`src/rtl/turtle_loader_pkg.sv`:
```
// Shared definitions for the turtle program loader: frame sync byte,
// loader state encoding and a small helper to classify states.
package turtle_loader_pkg;

  localparam logic [7:0] SYNC_BYTE = 8'hA5;

  typedef enum logic [2:0] {
    ST_IDLE,
    ST_LEN_HI,
    ST_LEN_LO,
    ST_PAY_HI,
    ST_PAY_LO,
    ST_CHECKSUM,
    ST_DONE,
    ST_ERROR
  } loader_state_e;

  // A frame is in progress in every state except the resting ones.
  function automatic logic state_is_busy(input loader_state_e s);
    return !(s inside {ST_IDLE, ST_DONE, ST_ERROR});
  endfunction

endpackage

```
`src/rtl/program_loader_if.sv`:
```
// Byte stream input and instruction memory write port of the program loader.
// The master side feeds bytes and observes the memory writes; the slave side
// is the loader itself.
interface program_loader_if #(
  parameter int BYTE_W   = 8,
  parameter int I_ADDR_W = 12,
  parameter int INST_W   = 16
);

  logic                in_valid;
  logic [BYTE_W-1:0]   in_data;
  logic                in_ready;
  logic                imem_we;
  logic [I_ADDR_W-1:0] imem_waddr;
  logic [INST_W-1:0]   imem_wdata;

  modport master (
    output in_valid, in_data,
    input  in_ready, imem_we, imem_waddr, imem_wdata
  );

  modport slave (
    input  in_valid, in_data,
    output in_ready, imem_we, imem_waddr, imem_wdata
  );

endinterface

```
`src/rtl/program_loader.sv`:
```
// Program loader: parses a framed byte stream (sync, 16-bit word count,
// payload, 8-bit additive checksum), writes each instruction word into the
// instruction memory and holds the CPU core in reset until a frame with a
// matching checksum has been fully loaded.
module program_loader
  import turtle_loader_pkg::*;
#(
  parameter int INST_W         = 16,
  parameter int I_ADDR_W       = 12,
  parameter int I_MEMORY_DEPTH = 1 << I_ADDR_W,
  parameter int BYTE_W         = 8
) (
  input  logic                    clk,
  input  logic                    reset_n,
  program_loader_if.slave         bus,
  input  logic                    reload,
  output logic                    core_reset_n,
  output logic                    busy,
  output logic                    done,
  output logic                    load_error
);

  localparam logic [I_ADDR_W:0] CNT_ONE = {{I_ADDR_W{1'b0}}, 1'b1};

  loader_state_e       state;
  loader_state_e       state_next;

  logic [BYTE_W-1:0]   len_hi_q;
  logic [2*BYTE_W-1:0] n_words_q;
  logic [BYTE_W-1:0]   hi_byte_q;
  logic [BYTE_W-1:0]   checksum_q;
  // One bit wider than the address so a full-depth load never wraps.
  logic [I_ADDR_W:0]   word_cnt_q;

  logic                imem_we_q;
  logic [I_ADDR_W-1:0] imem_waddr_q;
  logic [INST_W-1:0]   imem_wdata_q;
  logic                load_error_q;

  logic                accept;
  logic                is_sync;
  logic [2*BYTE_W-1:0] len_word;
  logic                len_ok;
  logic [I_ADDR_W:0]   word_cnt_inc;
  logic                last_word;
  logic [BYTE_W-1:0]   sum_next;
  logic                word_done;

  assign accept       = bus.in_valid && bus.in_ready;
  assign is_sync      = (bus.in_data == BYTE_W'(SYNC_BYTE));
  assign len_word     = {len_hi_q, bus.in_data};
  assign len_ok       = (len_word != '0) && (32'(len_word) <= 32'(I_MEMORY_DEPTH));
  assign word_cnt_inc = word_cnt_q + CNT_ONE;
  assign last_word    = (32'(word_cnt_inc) == 32'(n_words_q));
  assign sum_next     = checksum_q + bus.in_data;
  assign word_done    = (state == ST_PAY_LO) && accept && !reload;

  assign bus.imem_we    = imem_we_q;
  assign bus.imem_waddr = imem_waddr_q;
  assign bus.imem_wdata = imem_wdata_q;
  assign load_error     = load_error_q;

  // State register; reset drops any partial frame.
  always_ff @(posedge clk) begin
    if (!reset_n) begin
      state <= ST_IDLE;
    end else begin
      state <= state_next;
    end
  end

  // Next-state decode and state-derived outputs; reload overrides everything.
  always_comb begin
    state_next   = state;
    bus.in_ready = 1'b1;
    busy         = state_is_busy(state);
    done         = 1'b0;
    core_reset_n = 1'b0;

    if (state == ST_DONE || state == ST_ERROR) begin
      bus.in_ready = 1'b0;
    end
    if (state == ST_DONE) begin
      done         = 1'b1;
      core_reset_n = 1'b1;
    end

    if (reload) begin
      state_next = ST_IDLE;
    end else begin
      case (state)
        ST_IDLE:     if (accept && is_sync) state_next = ST_LEN_HI;
        ST_LEN_HI:   if (accept) state_next = ST_LEN_LO;
        ST_LEN_LO:   if (accept) state_next = len_ok ? ST_PAY_HI : ST_ERROR;
        ST_PAY_HI:   if (accept) state_next = ST_PAY_LO;
        ST_PAY_LO:   if (accept) state_next = last_word ? ST_CHECKSUM : ST_PAY_HI;
        ST_CHECKSUM: if (accept) state_next = (bus.in_data == checksum_q) ? ST_DONE : ST_ERROR;
        ST_DONE:     state_next = ST_DONE;
        ST_ERROR:    state_next = ST_IDLE;
        default:     state_next = ST_IDLE;
      endcase
    end
  end

  // Frame datapath: length capture, word assembly, memory write and checksum.
  always_ff @(posedge clk) begin
    if (!reset_n) begin
      len_hi_q     <= '0;
      n_words_q    <= '0;
      hi_byte_q    <= '0;
      checksum_q   <= '0;
      word_cnt_q   <= '0;
      imem_we_q    <= 1'b0;
      imem_waddr_q <= '0;
      imem_wdata_q <= '0;
      load_error_q <= 1'b0;
    end else begin
      imem_we_q <= word_done;
      if (!reload) begin
        case (state)
          ST_IDLE: begin
            if (accept && is_sync) begin
              checksum_q   <= '0;
              word_cnt_q   <= '0;
              load_error_q <= 1'b0;
            end
          end
          ST_LEN_HI: begin
            if (accept) len_hi_q <= bus.in_data;
          end
          ST_LEN_LO: begin
            if (accept) n_words_q <= len_word;
          end
          ST_PAY_HI: begin
            if (accept) begin
              hi_byte_q  <= bus.in_data;
              checksum_q <= sum_next;
            end
          end
          ST_PAY_LO: begin
            if (accept) begin
              imem_waddr_q <= word_cnt_q[I_ADDR_W-1:0];
              imem_wdata_q <= {hi_byte_q, bus.in_data};
              checksum_q   <= sum_next;
              word_cnt_q   <= word_cnt_inc;
            end
          end
          default: ;
        endcase
        if (state != ST_ERROR && state_next == ST_ERROR) begin
          load_error_q <= 1'b1;
        end
      end
    end
  end

endmodule

```
`src/flat_wrapper.sv`:
```
// flat-port wrapper written by rule: the top's interface ports become plain ports
module program_loader_flat import turtle_loader_pkg::*;
#(
  parameter int INST_W         = 16,
  parameter int I_ADDR_W       = 12,
  parameter int I_MEMORY_DEPTH = 1 << I_ADDR_W,
  parameter int BYTE_W         = 8
)
  (clk, reset_n, reload, core_reset_n, busy, done, load_error, bus_in_valid, bus_in_data, bus_in_ready, bus_imem_we, bus_imem_waddr, bus_imem_wdata);
  program_loader_if #(.BYTE_W(BYTE_W), .I_ADDR_W(I_ADDR_W), .INST_W(INST_W)) bus_i ();
  input  logic clk;
  input  logic reset_n;
  input  logic reload;
  output logic core_reset_n;
  output logic busy;
  output logic done;
  output logic load_error;
  input wire logic [$bits(bus_i.in_valid)-1:0] bus_in_valid;
  input wire logic [$bits(bus_i.in_data)-1:0] bus_in_data;
  output wire logic [$bits(bus_i.in_ready)-1:0] bus_in_ready;
  output wire logic [$bits(bus_i.imem_we)-1:0] bus_imem_we;
  output wire logic [$bits(bus_i.imem_waddr)-1:0] bus_imem_waddr;
  output wire logic [$bits(bus_i.imem_wdata)-1:0] bus_imem_wdata;
  assign bus_i.in_valid = bus_in_valid;
  assign bus_i.in_data = bus_in_data;
  assign bus_in_ready = bus_i.in_ready;
  assign bus_imem_we = bus_i.imem_we;
  assign bus_imem_waddr = bus_i.imem_waddr;
  assign bus_imem_wdata = bus_i.imem_wdata;
  program_loader #(.INST_W(INST_W), .I_ADDR_W(I_ADDR_W), .I_MEMORY_DEPTH(I_MEMORY_DEPTH), .BYTE_W(BYTE_W)) u_core (.clk(clk), .reset_n(reset_n), .bus(bus_i), .reload(reload), .core_reset_n(core_reset_n), .busy(busy), .done(done), .load_error(load_error));
endmodule
```
`config.mk`:
```
export PLATFORM = sky130hd
export DESIGN_NAME = program_loader_flat
export DESIGN_NICKNAME = d
export VERILOG_FILES = /design/src/rtl/turtle_loader_pkg.sv /design/src/rtl/program_loader_if.sv /design/src/rtl/program_loader.sv /design/src/flat_wrapper.sv
export SDC_FILE = /design/constraint.sdc
export NUM_CORES = 1
export LEC_CHECK = 0
export ABC_AREA = 1
export CAP_MARGIN = 40
export CORE_MARGIN = 2
export CORE_UTILIZATION = 30
export DETAILED_ROUTE_END_ITERATION = 16
export SLEW_MARGIN = 20
export SYNTH_ARGS = -nofsm -noshare
export SYNTH_HDL_FRONTEND = slang
export SYNTH_SLANG_ARGS = --single-unit
```
`constraint.sdc`:
```
create_clock -name clk -period 2.1 [get_ports clk]
set_input_delay 0.315 -clock clk [delete_from_list [all_inputs] [get_ports clk]]
set_output_delay 0.315 -clock clk [all_outputs]
set_load 0.005 [all_outputs]
```
# After elaboration in Yosys (flattened, before gate mapping)
# Cells that the tools add are included.
[word_totals]
ff_bits = 86
latchBits = 0
ram_bits = 0
mem_bits_ro = 0
inputBits = 12
output_inout_bits = 34
elab_cells = 75
mem_count = 0
[op_classes]
addsub = 2
n_mul = 0
div_mod_pow = 0
order_cmp = 1
eq_ne = 15
n_shift = 0
muxes = 22
bitwise_logic = 1
reduce_logical = 24
[ops]
columns = ["operator", "n"]
rows = [
  ["$mux 3", 9],
  ["$mux 13", 2],
  ["$pmux 13 s2", 1],
  ["$pmux 3 s8", 1],
  ["$eq 13x16->1", 1],
  ["$le 16x13->1 const B", 1],
  ["$mux 8", 2],
  ["$pmux 8 s2", 1],
  ["$reduce_bool 16->1", 1],
  ["$eq 3x3->1 const B", 5],
  ["$reduce_and 3->1", 5],
  ["$add 13x1->13 const B", 1],
  ["$add 8x8->8", 1],
  ["$eq 8x8->1", 1],
  ["$eq 8x8->1 const B", 1],
  ["$reduce_and 4->1", 2],
  ["$reduce_bool 2->1", 4],
  ["$eq 3x2->1 const B", 2],
  ["$logic_and 1x1->1", 6],
  ["$mux 1", 6],
  ["$ne 2x1->1 const B", 2],
  ["$eq 3x1->1 const B", 1],
  ["$logic_not 3->1", 1],
  ["$ne 3x3->1 const B", 1],
  ["other kinds (6)", 7],
]

# Depth between registers and ports, before layout
# Gate-level depths: netlist of run 1.
[logic_depth]
depth_word = 12
mapped_depth = 18
mapped_depth_nobuf = 18

# Least setup slack after synthesis of run 1
# Ideal clock, no wire load.
[synth_path]
path_type = "register -> register"
start = "register u_core.word_cnt_q[0]"
end = "register u_core.load_error_q (netlist: u_core.load_error)"
setup_time_ps = 117
t_arrival_ps = 1607
setup_slack_ps = 376
path_stages_with_launch = 17
n_path_buf = 0
cell_sequence = "dfxtp_1 > ha_1 > or2_2 > nand3_1 > nand2_1 > inv_1 > nand3_1 > nor2_1 > nand2_1 > nor2_1 > nand2_1 > nand2_1 > nand2_1 > nand2_1 > nand2_1 > nand3_1 > nand2_1"
[synth_between]
elab_chain_cells = 10
word_cells_on_any_way = 12
cone_classes = "add/sub: 1; eq/ne: 2; mux: 5; reduce/logical: 4"
[synth_lines]
columns = ["element", "line", "source"]
rows = [
  ["start, declared", "program_loader.sv:33", "logic [I_ADDR_W:0] word_cnt_q;"],
  ["start signal, assigned", "program_loader.sv:145", "word_cnt_q <= word_cnt_inc;"],
  ["$add 13x1->13 *", "program_loader.sv:53", "assign word_cnt_inc = word_cnt_q + CNT_ONE;"],
  ["$eq 13x16->1 *", "program_loader.sv:54", "assign last_word = (32'(word_cnt_inc) == 32'(n_words_q));"],
  ["$mux 3 * (2 in a row)", "program_loader.sv:96", "ST_PAY_LO: if (accept) state_next = last_word ? ST_CHECKSUM : ST_PAY_HI;"],
  ["$pmux 3 s8 *", "program_loader.sv:91", "case (state)"],
  ["$mux 3 *", "program_loader.sv:88", "if (reload) begin"],
  ["$eq 3x3->1 *", "program_loader.sv:150", "if (state != ST_ERROR && state_next == ST_ERROR) begin"],
  ["$logic_and 1x1->1 *", "program_loader.sv:150", ""],
  ["$reduce_bool 2->1 (no source line)", "--", ""],
  ["$reduce_and 3->1 (no source line)", "--", ""],
  ["end signal, assigned", "program_loader.sv:116", "load_error_q <= 1'b0;"],
  ["end signal, assigned", "program_loader.sv:125", "load_error_q <= 1'b0;"],
  ["end signal, assigned", "program_loader.sv:151", "load_error_q <= 1'b1;"],
  ["end, declared", "program_loader.sv:38", "logic load_error_q;"],
]
# Every way passes the cells marked *; elsewhere a longest branch is shown, timed or not.
# A chain may end at the register's enable or synchronous reset.

# Final worst setup path of run 1
[layout_path]
start = "register u_core.state[1]"
end = "output port busy"
[layout_between]
elab_chain_cells = 3
word_cells_on_any_way = 5
cone_classes = "eq/ne: 2; reduce/logical: 3"
[layout_lines]
columns = ["element", "line", "source"]
rows = [
  ["start, declared", "program_loader.sv:25", "loader_state_e state;"],
  ["start signal, assigned", "program_loader.sv:68", "state <= state_next;"],
  ["$eq 3x3->1 or $logic_not 3->1 (tied branches)", "turtle_loader_pkg.sv:20", "return !(s inside {ST_IDLE, ST_DONE, ST_ERROR});"],
  ["$reduce_bool 3->1 *", "turtle_loader_pkg.sv:20", ""],
  ["$logic_not 1->1 *", "turtle_loader_pkg.sv:20", ""],
  ["end, declared", "flat_wrapper.sv:15", "output logic busy;"],
]
# Marked as above.

==> results.toml, run 1 <==
[yosys]
synth_top_area_cell = "dfxtp_1"
synth_cell_type_count = 36
syn_inst = 573
ys_seq_elements = 86
synth_nets = 594
synth_area_per_cell_um2 = 7.08
synth_area_leaders = "dfxtp_1, nor2_1, nand2_1, o21ai_0, a21oi_1"
synth.top_cell.area_share_pct = 42.4
seq_area_frac_synth_pct = 42.4
syn_area_um2 = 4060
yosysWarnings = 0

[sta]
finalHoldViolations = 0
fmax_mhz = 503
tns_ps = 0
fin_ws_ps = 112
holdWs_ps = 465
worst_pin_slew_ps = 483
setup_viol = 0
clock_skew_ps = 5.81
slew_headroom_pct = 67.8
report.final.slew_viol_count = 0
period_share_pct = 94.7
fin_crit_ps = 1990

[place]
place_ws_ps = -186
dp_hpwl_mm = 7.32
gp_routability_congestion = 0.889
io_buffers = 45

[floorplan]
die_height_um = 120
die_w_um = 120
core_um2 = 13200
initial_core_util_pct = 30.7
floorplan.io_pins = 46
dieArea_um2 = 14500
std_cell_rows = 42

[global_route]
grt.total_usage_pct = 14.5
grt_overflow_total = 0
antenna_found_initial = 0
first_global_vias = 3659
grt_max_degree = 28
grt_pass1_wl_mm = 17.0

[routing]
drcViolationCount = 0
first_pass_iters = 5
drt_wl_total_mm = 10.1
via_per_inst = 4.69
post_drt_wl_per_cell_um = 12.3
drtAntennaViolNets = 0
via_count = 3856
drt_iter0_drc = 274

[worst_setup_path]
worst_ep_required_time_ps = 1780
cp_data_arrival_time_ps = 1670
endpoint_kind = "output port"
critPathLaunchType = "flip-flop"
critical_path_class = "reg -> out"
worstPathMaxFanout = 7

[final_layout]
final_cell_mix = "nor2_1, nand2_1, dfxtp_1"
layout.nets = 663
area_growth_pct = 27.9
antennaDiodeCount = 0
mostFrequentLayoutCell = "nor2_1"
drive_above_1_share_pct = 13.6

[clock_tree]
clock_latency_ps = 340
h-tree-depth = 3
cts_num_sinks = 86
clk_path_buf_depth = 2
cts_hold_buf = 0
clkSlewWorstSetupHoldPaths_ps = 60
numCtsBuffers = 9
cts_tree = "built"
clockRootBuffer = "clkbuf_16"

[job]
maxCapViolations = 0

[power_and_ir_drop]
p_total_mw = 3.24
irDropWorstVdd_mv = 0.487
power.density_nw_per_um2 = 624
power.leakage_nw = 2.17

[min_path]
hp-class = "reg -> reg"

[outcome]
status = "finished clean"
## cell usage after synthesis
| library cell | instances |
|---|---|
| nor2_1 | 105 |
| nand2_1 | 100 |
| dfxtp_1 | 86 |
| o21ai_0 | 65 |
| inv_1 | 50 |
| a21oi_1 | 48 |
| nand3_1 | 25 |
| clkbuf_1 | 10 |
| buf_2 | 8 |
| ha_1 | 8 |
| inv_2 | 8 |
| nor2_2 | 8 |
| a22oi_1 | 6 |
| nand4_1 | 5 |
| or2_2 | 5 |
| nor2_4 | 4 |
| xor2_1 | 4 |
| buf_4 | 3 |
| nor3_1 | 3 |
| nand2_2 | 2 |
| nand3_2 | 2 |
| nor4_1 | 2 |
| o21ai_1 | 2 |
| o21ai_2 | 2 |
| a21oi_2 | 1 |
| a31oi_1 | 1 |
| and3_1 | 1 |
| fa_1 | 1 |
| nand3b_1 | 1 |
| nor4b_1 | 1 |
| o211ai_1 | 1 |
| o21bai_1 | 1 |
| o22ai_1 | 1 |
| xnor2_1 | 1 |
| xnor3_1 | 1 |
| xor3_1 | 1 |
## per-stage QoR
stage                     cells  util (%)  area (um^2)
after floorplan             573         -         4060
after global placement      807      36.9         4880
after detailed placement    807      36.9         4880
after CTS                   822      39.0         5160
after global routing        822      39.2         5190
final                       822      39.2         5190
## critical path, cell delays in order (launching register included)
cell and delay [ps]:
dfxtp_1 460, nor2_1 80, inv_1 130, nor2_2 80
nor2_1 90, clkdlybuf4s50_1 510
## where the power goes
group          switching (mW)  internal (mW)  leakage [nW]
clock network           0.669          0.804         0.129
registers           0.0000514           1.63         0.694
logic                  0.0763         0.0618          1.35
## cell type report
type                    count  area, um^2
repair buffers             79         706
well taps                 176         220
inverters                  58         218
clock buffers               9         225
clock inverters             6        48.8
flip-flops and latches     86        1730
multi-input cells         408        2050
fillers                  1405        8050
## state kept, by name, indices dropped and copies added, names as in the netlist, 3 cells and up
name / cells
u_core.state: 3
u_core.hi_byte_q: 8
u_core.bus.imem_wdata: 16
u_core.checksum_q: 8
u_core.word_cnt_q: 13
u_core.bus.imem_waddr: 12
u_core.n_words_q: 16
u_core.len_hi_q: 8
## per-layer routing
metal  vias up  part of all wire [%]  GRT usage (%)  wire, um
li1       1995                     -              -         -
met1      1715                    48           18.6      4830
met2       128                    46           24.0      4630
met3        18                   4.8           2.83       491
met4         0                   1.8           5.74       183
met5         -                     0              0         0
## cell families (layout without fill, tap and decap cells)
family / after synthesis / after routing / synth area share [%]
XOR/XNOR: 7 / 7 / 2.22
AND/OR/NAND/NOR: 264 / 264 / 28.0
AO/OA/AOI/OAI: 128 / 128 / 16.6
flip-flops: 86 / 86 / 42.4
adder cells (fa/ha/maj): 9 / 9 / 2.96
buffers and inverters: 79 / 152 / 7.83
## final timing paths
kind	startpoint	end	slack, ps	cells past startpoint
hold reg to reg	u_core.hi_byte_q[0]	u_core.hi_byte_q[0]	470	2
hold / removal	u_core.hi_byte_q[0]	u_core.hi_byte_q[0]	470	2
setup / recovery	u_core.state[1]	busy	110	5
setup reg to reg	u_core.state[1]	u_core.word_cnt_q[0]	180	12
## what timing repair did
item | in CTS | in global routing
setup endpoints to repair | 0 | 5
buffers inserted | 0 | 0
gates resized for setup | 0 | 11
No activity file was read; power rests on OpenSTA's default activity.
==> run 2, diff against run 1 <==
Settings changed: CORE_UTILIZATION 30 to 45, PLACE_DENSITY set to 0.66.
==> run 2 against run 1 <==
First-iteration DRC count down 46%; register-to-register slack worse by 60 ps; via count down 2.3%; cell count down 7.9%; combinational power about the same; die area down 32%; fmax up 0.29%; critical path type is now reg -> reg; highest routed layer unchanged.
==> results.toml, run 2 (synthesis gave the netlist of run 1 again) <==
[routing]
drt_wl_total_mm = 9.98
met1Wirelength_mm = 4.79
top_layer = "met4"
drt_iter0_drc = 147
drtAntennaViolNets = 0
drcViolationCount = 0
wl_met3_um = 220
via_count = 3766
dr_wl_met2_mm = 4.86
via_per_inst = 4.97
first_pass_iters = 4
post_drt_wl_per_cell_um = 13.2

[sta]
fmax_mhz = 504
finalHoldViolations = 0
setup_viol = 0
tns_ps = 0
clock_skew_ps = 14.0
report.final.slew_viol_count = 0
fin_crit_ps = 1980
rsz0062_at_grt = "yes"
period_share_pct = 94.4
worst_pin_slew_ps = 624
slew_headroom_pct = 58.4
fin_ws_ps = 118

[power_and_ir_drop]
clkPwrFrac_pct = 39.4
combinationalPowerShare_pct = 4.8
power_switching_uw = 766
power.density_nw_per_um2 = 575
power_frac_seq_pct = 55.8
internal_power_mw = 2.15
swShare_pct = 26.2
irDropWorstVdd_mv = 0.329
power.leakage_nw = 2.15

[floorplan]
dieArea_um2 = 9800
floorplan.io_pins = 46
die_w_um = 99.0
die_height_um = 99.0
std_cell_rows = 34
initial_core_util_pct = 46.5
core_um2 = 8720

[min_path]
hp-class = "reg -> reg"

[worst_setup_path]
cp_data_arrival_time_ps = 2230
critPathLaunchType = "flip-flop"
endpoint_kind = "flip-flop"
regToRegSetupSlack_ps = 120
critical_path_class = "reg -> reg"
worstPathMaxFanout = 6
worst_ep_required_time_ps = 2350

[clock_tree]
cts_tree = "built"
clockRootBuffer = "clkbuf_8"
clkSlewWorstSetupHoldPaths_ps = 100
cts_num_sinks = 86
cts_hold_buf = 0
clk_path_buf_depth = 2
numCtsBuffers = 9
clock_latency_ps = 350
h-tree-depth = 3

[job]
maxCapViolations = 0

[place]
place_ws_ps = -220
io_buffers = 45
gp_routability_congestion = 0.841
dp_hpwl_mm = 7.40

[final_layout]
antennaDiodeCount = 0
nFillCells = 849
layout.nets = 665
multiInputGateArea_um2 = 2050
ff_latch_area_um2 = 1730
mostFrequentLayoutCell = "nor2_1"
final_cell_mix = "nor2_1, nand2_1, dfxtp_1"
drive_above_1_share_pct = 14.8
area_growth_pct = 24.9

[global_route]
grt.total_usage_pct = 21.0
antenna_found_initial = 0
grt_max_degree = 63
grt_overflow_total = 0
first_global_vias = 3711
grt_pass1_wl_mm = 16.8

[outcome]
status = "finished clean"
==> run 2: cell count changes in the layout (fill, tap and decap cells not counted), moves of 2 or more <==
cell	previous run	this run
clkbuf_8	0	9
nor2_2	8	10
buf_12	0	2
clkbuf_16	9	0
inv_6	0	3
clkinv_4	2	0
==> run 2: critical path, stage by stage, from the launching register on <==
cell	delay, ps
dfxtp_4	400
ha_4	150
nand2_2	80
nor2_4	200
nand2_1	90
nand2_1	60
nand2_1	90
nand2_1	70
nand2_1	60
inv_2	40
nand2_1	50
nor2_1	110
nand2_1	70
nand2_1	80
nand2_1	50
nand2_1	100
nand2_1	60
nand3_1	90
nand2_1	50
==> run 2: path summary, 6_finish.rpt <==
| check | depth (start not counted) | to | startpoint |
|---|---|---|---|
| setup reg to reg | 18 | u_core.load_error | u_core.word_cnt_q[0] |
| hold reg to reg | 2 | u_core.n_words_q[15] | u_core.len_hi_q[7] |
| setup / recovery | 18 | u_core.load_error | u_core.word_cnt_q[0] |
| hold / removal | 2 | u_core.n_words_q[15] | u_core.len_hi_q[7] |
==> run 2: layout make-up <==
| type | count | area share (%) |
|---|---|---|
| multi-input combinational | 408 | 40.4 |
| sequential | 86 | 34.1 |
| timing repair buffer | 81 | 14.7 |
| inverter | 58 | 4.34 |
| tap | 108 | 2.67 |
| clock buffer | 9 | 2.44 |
| clock inverter | 7 | 1.31 |
==> run 2: what timing repair did <==
action                                 4_1_cts  5_1_grt
setup endpoints to repair                    0       19
gates resized for setup                      0       17
endpoints found under the hold margin        0        0
buffers inserted                             0        1
==> run 2: routing by layer <==
layer  up-vias  GRT usage (%)
met1      1704           26.7
met2        53           36.9
li1       2000              -
met4         0           6.22
met5         -              0
met3         9           2.91
==> run 2: power by group through the flow <==
stage | registers [mW] | logic, mW | clock network [mW]
after floorplan | 1.67 | 0.0538 | 0
after global placement | 1.67 | 0.141 | 0
after detailed placement | 1.67 | 0.141 | 0
after CTS | 1.63 | 0.141 | 1.17
after global routing | 1.63 | 0.154 | 1.24
final | 1.63 | 0.140 | 1.15
==> run 2: stage by stage <==
| step | cells | hold WS [ps] | power (mW) | utilization [%] | instance area [um^2] |
|---|---|---|---|---|---|
| global placement | 740 | 452 | 1.81 | 55.4 | 4830 |
| finish | 757 | 460 | 2.92 | 58.1 | 5070 |
| global route | 757 | 490 | 3.02 | 58.1 | 5070 |
| CTS | 756 | 465 | 2.94 | 57.6 | 5020 |
| floorplan | 573 | 418 | 1.72 | - | 4060 |
| detailed placement | 740 | 459 | 1.81 | 55.4 | 4830 |
==> run 3, diff against run 2 <==
--- a/config.mk
+++ b/config.mk
@@ -7,6 +7,5 @@
 export LEC_CHECK = 0
 export ABC_AREA = 1
-export CAP_MARGIN = 40
-export CORE_MARGIN = 2
+export CAP_MARGIN = 20
 export CORE_UTILIZATION = 45
 export DETAILED_ROUTE_END_ITERATION = 16
==> constraint.sdc (replaced) <==
create_clock -name clk -period 2.1 [get_ports clk]
set_input_delay 0.315 -clock clk [delete_from_list [all_inputs] [get_ports clk]]
set_output_delay 0.315 -clock clk [all_outputs]
set_load 0.05 [all_outputs]
==> run 3 against run 2 <==
Register-to-register slack better by 60 ps; total power down 3.5%; clock power down 9%; sequential share of layout area up 0.18 points; clock skew fell by 0.77 ps; non-clock buffer count down 1; clock-buffer cell count stayed put; via count up 2.2%; final area shrank 0.59%; sequential power hardly changed; sequential cell count stayed put; global-route usage is 1.4 points higher; largest cell class unchanged.
==> results.toml, run 3 (synthesis gave the netlist of run 1 again) <==
[worst_setup_path]
critical_path_class = "in -> reg"
worst_ep_required_time_ps = 2340
crit_top_cell = "nand2_1"
critical_path.max_stage_delay_ps = 480
cp_data_arrival_time_ps = 2160
cp_cell_sequence = "clkdlybuf4s50_1 -> buf_4 -> buf_4 -> nor4_1 -> nand2_1 -> nand2_1 -> nand2_1 -> a21oi_1 -> a21oi_2 -> nand3_1 -> nand2_1"
slowest_stage = "clkdlybuf4s50_1"
endpoint_kind = "flip-flop"
worstPathMaxFanout = 5
critPathLaunchType = "input pin"

[place]
dp_cells = 739
gp_routability_congestion = 0.839
place_ws_ps = -247
dp_hpwl_mm = 7.35
placed_area_um2 = 4810
io_buffers = 45

[sta]
report.final.slew_viol_count = 0
fin_crit_ps = 1930
clock_skew_ps = 13.3
fin_ws_ps = 172
finalHoldViolations = 0
period_share_pct = 91.8
setup_viol = 0
worst_pin_slew_ps = 572
rsz0062_at_grt = "yes"
slew_headroom_pct = 61.8
fmax_mhz = 519

[floorplan]
die_w_um = 97.0
dieArea_um2 = 9400
die_height_um = 97.0
std_cell_rows = 34
floorplan.io_pins = 46
core_um2 = 8720
initial_core_util_pct = 46.5

[global_route]
antenna_found_initial = 0
grt_max_degree = 63
grt.total_usage_pct = 22.3
first_global_vias = 3712
grt_overflow_total = 0
grt_pass1_wl_mm = 17.2

[power_and_ir_drop]
irDropWorstVdd_mv = 0.340
power.leakage_nw = 2.14
power.density_nw_per_um2 = 558
p_total_mw = 2.81

[final_layout]
final_cells = 755
design_area_um2 = 5040
drive_above_1_share_pct = 14.7
final_util_pct = 57.8
antennaDiodeCount = 0
final_cell_mix = "nor2_1, nand2_1, dfxtp_1"
mostFrequentLayoutCell = "nor2_1"
area_growth_pct = 24.1
layout.nets = 664

[routing]
drtAntennaViolNets = 0
via_count = 3848
first_pass_iters = 4
via_per_inst = 5.10
post_drt_wl_per_cell_um = 13.3
drt_wl_total_mm = 10.0
drcViolationCount = 0
drt_iter0_drc = 186

[clock_tree]
clkSlewWorstSetupHoldPaths_ps = 90
clockRootBuffer = "clkbuf_8"
h-tree-depth = 3
cts_num_sinks = 86
numCtsBuffers = 9
clk_path_buf_depth = 2
cts_hold_buf = 0
cts_tree = "built"
clock_latency_ps = 340

[min_path]
hp-class = "in -> reg"

[job]
maxCapViolations = 0

[outcome]
status = "finished clean"
==> run 3: cell types whose count changed in the layout (fill, tap and decap cells not counted), moves of 2 or more <==
cell,change
inv_6,-3
dlymetal6s2s_1,+2
nor2_2,-2
buf_4,+3
clkdlybuf4s50_1,-5
clkinv_4,+2
==> run 3: path summary, 6_finish.rpt <==
path / start / to / slack [ps] / cells past startpoint
max: bus_in_data[2] / u_core.load_error / 170 / 11
min: bus_in_data[0] / u_core.bus.imem_wdata[0] / 430 / 4
max reg2reg: u_core.word_cnt_q[1] / u_core.load_error / 180 / 18
min reg2reg: u_core.checksum_q[3] / u_core.checksum_q[3] / 470 / 2
==> run 3: report_power, final <==
part / switching, mW / internal [mW] / total (mW)
registers: 0.0000578 / 1.63 / 1.63
logic: 0.0780 / 0.0593 / 0.137
clock network: 0.615 / 0.434 / 1.05
==> run 3: area by class of cell <==
| type | instances | area, um^2 |
|---|---|---|
| Fill cell | 833 | 3680 |
| Timing Repair Buffer | 80 | 723 |
| Clock inverter | 6 | 48.8 |
| Sequential cell | 86 | 1730 |
| Tap cell | 108 | 135 |
| Multi-Input combinational cell | 408 | 2060 |
| Clock buffer | 9 | 124 |
| Inverter | 58 | 220 |
==> run 3: layer usage <==
layer / routed length [um] / part of all wire, % / GRT usage [%] / vias up
met5: 0 / 0 / 0 / -
met4: 211 / 2.1 / 7.92 / 0
met3: 388 / 3.9 / 4.48 / 22
met2: 4630 / 46 / 36.4 / 90
met1: 4780 / 48 / 29.3 / 1740
li1: - / - / - / 1996
==> run 3: worst max-delay path, delay by kind of cell <==
family                 cells  cell delay [ps]
AO/OA/AOI/OAI              2              260
AND/OR/NAND/NOR            6              790
buffers and inverters      3              800
==> run 3: stage by stage <==
step	setup TNS, ps	hold WS (ps)
floorplan	0	418
global placement	-1900	454
detailed placement	-2590	459
CTS	0	471
global route	-98.1	430
finish	0	432
==> run 3: timing repair <==
action | CTS | global route
gates resized for setup | 0 | 16
setup buffers | 0 | 1
endpoints found under the setup margin | 0 | 14
